[config.mk]
export PLATFORM = sky130hd
export DESIGN_NAME = hazard_ctrl
export DESIGN_NICKNAME = d
export VERILOG_FILES = /design/src/rtl/hazard_ctrl_pkg.sv /design/src/rtl/hazard_ctrl_sat_counter.sv /design/src/rtl/hazard_ctrl.sv
export SDC_FILE = /design/constraint.sdc
export NUM_CORES = 1
export LEC_CHECK = 0
export BUFFER_PORTS_ARGS = -buffer_cell sky130_fd_sc_hd__buf_2
export CAP_MARGIN = 25
export CORE_MARGIN = 2
export CORE_UTILIZATION = 52
export CTS_BUF_LIST = sky130_fd_sc_hd__clkbuf_2 sky130_fd_sc_hd__clkbuf_4 sky130_fd_sc_hd__clkbuf_8
export CTS_CLUSTER_DIAMETER = 30
export DETAILED_ROUTE_END_ITERATION = 6
export PLACE_DENSITY = 0.82
export SYNTH_ARGS = -nofsm -noshare
export SYNTH_HDL_FRONTEND = slang
export SYNTH_SLANG_ARGS = --single-unit
[constraint.sdc]
create_clock -name clk -period 2.8 [get_ports clk]
set_clock_uncertainty 0.1 [all_clocks]
set_input_delay 0.28 -clock clk [delete_from_list [all_inputs] [get_ports clk]]
set_output_delay 0.28 -clock clk [all_outputs]
set_load 0.05 [all_outputs]
[src/rtl/hazard_ctrl_pkg.sv]
`default_nettype none
// +------------------------------------------------------------------+
// | hazard_ctrl_pkg : shared encodings for the pipeline hazard unit  |
// | Rev 1.0                                                          |
// +------------------------------------------------------------------+
package hazard_ctrl_pkg;

  localparam int REG_ADDR_W = 5;

  typedef enum logic [0:0] {
    RUN     = 1'b0,
    MEMWAIT = 1'b1
  } hz_state_t;

  localparam logic [1:0] FWD_RF = 2'b00;
  localparam logic [1:0] FWD_W  = 2'b01;
  localparam logic [1:0] FWD_M  = 2'b10;

  // M wins over W; x0 is hardwired zero so it is never forwarded.
  function automatic logic [1:0] fwd_sel(
    input logic [REG_ADDR_W-1:0] rs,
    input logic [REG_ADDR_W-1:0] rd_m,
    input logic                  wr_m,
    input logic [REG_ADDR_W-1:0] rd_w,
    input logic                  wr_w
  );
    logic [1:0] sel;
    sel = FWD_RF;
    if (wr_m && (rd_m != '0) && (rd_m == rs)) begin
      sel = FWD_M;
    end else if (wr_w && (rd_w != '0) && (rd_w == rs)) begin
      sel = FWD_W;
    end
    return sel;
  endfunction

endpackage
`default_nettype wire

[src/rtl/hazard_ctrl_sat_counter.sv]
`default_nettype none
// +------------------------------------------------------------------+
// | sat_counter : event counter that sticks at all-ones              |
// | Rev 1.0                                                          |
// +------------------------------------------------------------------+
module sat_counter #(
  parameter int CNT_W = 32
) (
  input  logic             clk,
  input  logic             reset,
  input  logic             i_inc,
  output logic [CNT_W-1:0] o_count
);

  localparam logic [CNT_W-1:0] c_one = {{(CNT_W-1){1'b0}}, 1'b1};

  logic [CNT_W-1:0] r_count;

  always_ff @(posedge clk or negedge reset) begin
    if (!reset) begin
      r_count <= '0;
    end else if (i_inc && (r_count != '1)) begin
      r_count <= r_count + c_one;
    end
  end

  assign o_count = r_count;

endmodule
`default_nettype wire

[src/rtl/hazard_ctrl.sv]
`default_nettype none
// +------------------------------------------------------------------+
// | hazard_ctrl : stall/flush/forward control for the 5-stage core   |
// | Rev 1.0                                                          |
// +------------------------------------------------------------------+
module hazard_ctrl
  import hazard_ctrl_pkg::*;
#(
  parameter int CNT_W = 32
) (
  input  logic                  clk,
  input  logic                  reset,
  input  logic [REG_ADDR_W-1:0] rs1D,
  input  logic [REG_ADDR_W-1:0] rs2D,
  input  logic [REG_ADDR_W-1:0] rs1E,
  input  logic [REG_ADDR_W-1:0] rs2E,
  input  logic [REG_ADDR_W-1:0] rdE,
  input  logic [REG_ADDR_W-1:0] rdM,
  input  logic [REG_ADDR_W-1:0] rdW,
  input  logic                  regwriteM,
  input  logic                  regwriteW,
  input  logic                  loadE,
  input  logic                  pcsrcE,
  input  logic                  memreqM,
  input  logic                  mem_ready,
  output logic                  stallF,
  output logic                  stallD,
  output logic                  stallE,
  output logic                  stallM,
  output logic                  flushD,
  output logic                  flushE,
  output logic                  flushW,
  output logic [1:0]            forwardAE,
  output logic [1:0]            forwardBE,
  output logic [CNT_W-1:0]      stall_cnt,
  output logic [CNT_W-1:0]      flush_cnt
);

  hz_state_t r_state;
  hz_state_t w_next_state;
  logic      w_memwait;
  logic      w_lwstall;

  always_ff @(posedge clk or negedge reset) begin
    if (!reset) begin
      r_state <= RUN;
    end else begin
      r_state <= w_next_state;
    end
  end

  always_comb begin
    w_next_state = r_state;
    w_memwait    = 1'b0;
    w_lwstall    = 1'b0;
    stallF       = 1'b0;
    stallD       = 1'b0;
    stallE       = 1'b0;
    stallM       = 1'b0;
    flushD       = 1'b0;
    flushE       = 1'b0;
    flushW       = 1'b0;
    forwardAE    = FWD_RF;
    forwardBE    = FWD_RF;

    // Outputs are forced quiet while reset is held.
    if (reset) begin
      case (r_state)
        RUN: begin
          if (memreqM && !mem_ready) begin
            w_next_state = MEMWAIT;
            w_memwait    = 1'b1;
          end
        end
        MEMWAIT: begin
          if (mem_ready) begin
            w_next_state = RUN;
          end else begin
            w_memwait = 1'b1;
          end
        end
        default: w_next_state = RUN;
      endcase

      w_lwstall = loadE && (rdE != '0) && ((rdE == rs1D) || (rdE == rs2D));

      if (w_memwait) begin
        // Whole pipe frozen; M/W gets a bubble so W does not retire twice.
        stallF = 1'b1;
        stallD = 1'b1;
        stallE = 1'b1;
        stallM = 1'b1;
        flushW = 1'b1;
      end else if (pcsrcE) begin
        // The D instruction is on the wrong path, so a load-use stall is moot.
        flushD = 1'b1;
        flushE = 1'b1;
      end else if (w_lwstall) begin
        stallF = 1'b1;
        stallD = 1'b1;
        flushE = 1'b1;
      end

      forwardAE = fwd_sel(rs1E, rdM, regwriteM, rdW, regwriteW);
      forwardBE = fwd_sel(rs2E, rdM, regwriteM, rdW, regwriteW);
    end
  end

  sat_counter #(.CNT_W(CNT_W)) u_stall_cnt (
    .clk     (clk),
    .reset   (reset),
    .i_inc   (stallF),
    .o_count (stall_cnt)
  );

  sat_counter #(.CNT_W(CNT_W)) u_flush_cnt (
    .clk     (clk),
    .reset   (reset),
    .i_inc   (flushD),
    .o_count (flush_cnt)
  );

endmodule
`default_nettype wire
==> reports/metrics.cfg <==
[status]
status = finished, final reports clean

[sta]
setup_viol = 0
rsz0062_at_grt = no
fin_crit_ns = 2.527
worst_slack_ns = 0.2728
tightest_slew_ns = 0.6135
fin_crit_sh = 0.9026
tns_ns = 0
fmax_ghz = 0.3957
drv_slew = 0
max-slew-margin-rel = 0.5879
finalHoldViolCount = 0

[clock_network]
postCtsSetupBuffers = 0
clkSinkCount = 65
cts_buffers = 9
h-tree-depth = 3
clk_pin_slew_ns = 0.07
cts-root-buf = clkbuf_8
cts_tree = yes
cts_buffer_depth = 2
clk_latency_ns = 0.35

[yosys]
async_reset_ff_frac = 1.000
syn_area_per_cell_um2 = 10.41
synthFlopType = dfrtp_1
syn_nets = 382
syn_area_mm2 = 0.003508
syn_inst = 337
ys_seq_area_frac = 0.4636
synth_cell_types = 39
synth_seq_cells = 65
synth_enable_flop_cells = 0
yosysWarnings = 0

[detailed_routing]
wl_per_cell_um = 15.04
wirelength_um = 8226
drc = 0
vias_per_cell = 5.477
first_pass_iters = 5
vias = 2996
wl_met2_um = 4209
drt_iter0_drc = 92
antenna_left = 0
top_layer = met4
wl_met3_um = 499
wl_met1_um = 3459

[placed_design]
post-place-ws_ns = 0.1881
place.port_buffers = 117
place_area_mm2 = 0.004194
hpwl_um = 6235
place.gp.congestion = 0.8944

[global_routing]
overflow = 0
grt_first_pass_wirelength_um = 13660
grt_pass1_vias = 2877
antenna_found_initial = 0
track_usage = 0.2343
grt_max_degree = 42

[critical_path]
worstSetupEndpointType = output pin
critical-path-top-delay-family = buffers and inverters
crit_top_cell = buf_2
arrival_ns = 2.15
startpoint_type = input port
path_buf_inv = 3
critPathSlowestCell = or4_1
cp.required_ns = 2.42
worstPathCellList = dlygate4sd3_1 > buf_2 > o211ai_1 > or4_1 > nor4_2 > buf_2
crit_type = input port to output pin
crit_fanout = 7
slowest_delay_ns = 0.57

[floorplanning]
core_area_mm2 = 0.006422
io_pins = 118
fp.dieArea_mm2 = 0.007420
initial_core_util = 0.5463
chipWidth_um = 86.14
num_rows = 29
die_h_um = 86.14

[power]
ir_drop_mv = 0.5224
p_leak_nw = 2.153
power_density_mw_per_mm2 = 604.4
p_seq_frac = 0.419
clkPwrFrac = 0.336
total_switching_power_mw = 0.9486
p_int_mw = 1.734
pwr-share-comb = 0.245
switching_share = 0.3536

[layout]
final_nets = 510
nFillCells = 491
antenna_cells = 0
fin_area_mm2 = 0.004439
layout-drive-gt1-share = 0.3340
area_growth_pct = 26.53
multi_input_comb_area_mm2 = 0.001818
ff_latch_area_mm2 = 0.001627

[job]
drv_cap = 0

[min_path]
hold_class = input port to flip-flop

## cell usage after synthesis, drive strengths merged, types with 6 or more instances
master / n / area, um^2
xnor2: 62 / 543.0
and3: 11 / 70.07
nor4: 7 / 43.79
nor3: 11 / 66.32
dfrtp: 65 / 1627
nand3: 38 / 220.2
nand4: 23 / 143.9
or4: 6 / 48.80
xor2: 28 / 245.2
inv: 8 / 30.03
nor2: 16 / 60.06
nand2: 23 / 86.33
## power groups by stage
stage | combinational [mW] | sequential, mW | clock [mW]
global placement | 0.652 | 1.13 | 0
global route | 0.699 | 1.14 | 0.957
floorplan | 0.203 | 1.39 | 0
finish | 0.657 | 1.12 | 0.902
detailed placement | 0.658 | 1.14 | 0
CTS | 0.661 | 1.12 | 0.920
## registers in the layout (all words and copies together) (netlist names)
| signal | flops |
|---|---|
| u_flush_cnt.o_count | 32 |
| u_stall_cnt.o_count | 32 |
| r_state | 1 |
## through the flow
step	instances	total power, mW	utilization	hold WS, ns
after global placement	529	1.786	0.6530	0.2340
after detailed placement	529	1.798	0.6530	0.2403
after CTS	546	2.703	0.6900	0.002807
final	547	2.683	0.6912	0.01831
after floorplan	337	1.593	-	-0.1156
after global routing	547	2.793	0.6912	0.01631
## layout make-up
cell class                      count  share of cell area
Timing Repair Buffer              124              0.1443
Tap cell                           77             0.02170
Clock buffer                       10             0.03100
Sequential cell                    65              0.3664
Clock inverter                      6             0.02029
Multi-Input combinational cell    257              0.4095
Inverter                            8            0.006764
## logic make-up (layout without fill, tap and decap cells)
logic type	count (synthesis)	after routing	synth area share
xor gates and xnor gates	90	90	0.2247
muxes	2	2	0.006419
and+or+nand+nor	150	150	0.2464
adders and majority gates	2	2	0.007132
buffers and inverters	15	148	0.02175
AOI/OAI and AO/OA	13	13	0.02996
DFF	65	65	0.4636
## path summary, 6_finish.rpt
check                                   startpoint                      end  slack [ns]  cells past startpoint
max                                          reset             forwardAE[0]        0.27                      6
min                                      mem_ready                  r_state        0.02                      2
max reg2reg                 u_flush_cnt.o_count[0]  u_flush_cnt.o_count[26]        0.41                      7
min reg2reg                u_stall_cnt.o_count[17]  u_stall_cnt.o_count[17]        0.39                      1
max in group asynchronous                    reset   u_stall_cnt.o_count[5]        1.71                      3
min in group asynchronous                    reset  u_stall_cnt.o_count[13]        0.41                      3
## cells in the final DEF, fill, tap and decap left out, types with 3 or more instances in the layout
cell / synthesis / final
nand4_1: 23 / 23
and3_1: 10 / 10
xor2_1: 28 / 28
nand3_1: 32 / 32
buf_4: 3 / 6
xnor2_1: 62 / 62
dfrtp_1: 65 / 65
a21oi_1: 4 / 4
and4_1: 4 / 4
or4_1: 5 / 5
nand2_1: 23 / 23
clkbuf_8: 0 / 10
and2_1: 3 / 3
nor2_1: 16 / 16
or3_1: 3 / 3
nor4_1: 7 / 5
nor3_1: 10 / 10
buf_2: 1 / 117
nand3_2: 6 / 6
inv_1: 8 / 8
## timing repair
item / in CTS / in global routing
endpoints found under the hold margin: 25 / 0
hold buffers: 1 / 0
resized for setup: 0 / 0
## metal layers
metal | vias up | global-route usage
li1 | 1439 | -
met3 | 7 | 0.07218
met1 | 1454 | 0.2993
met2 | 96 | 0.3904
met4 | 0 | 0.05628
met5 | - | 0
No activity file was read; power rests on OpenSTA's default activity.
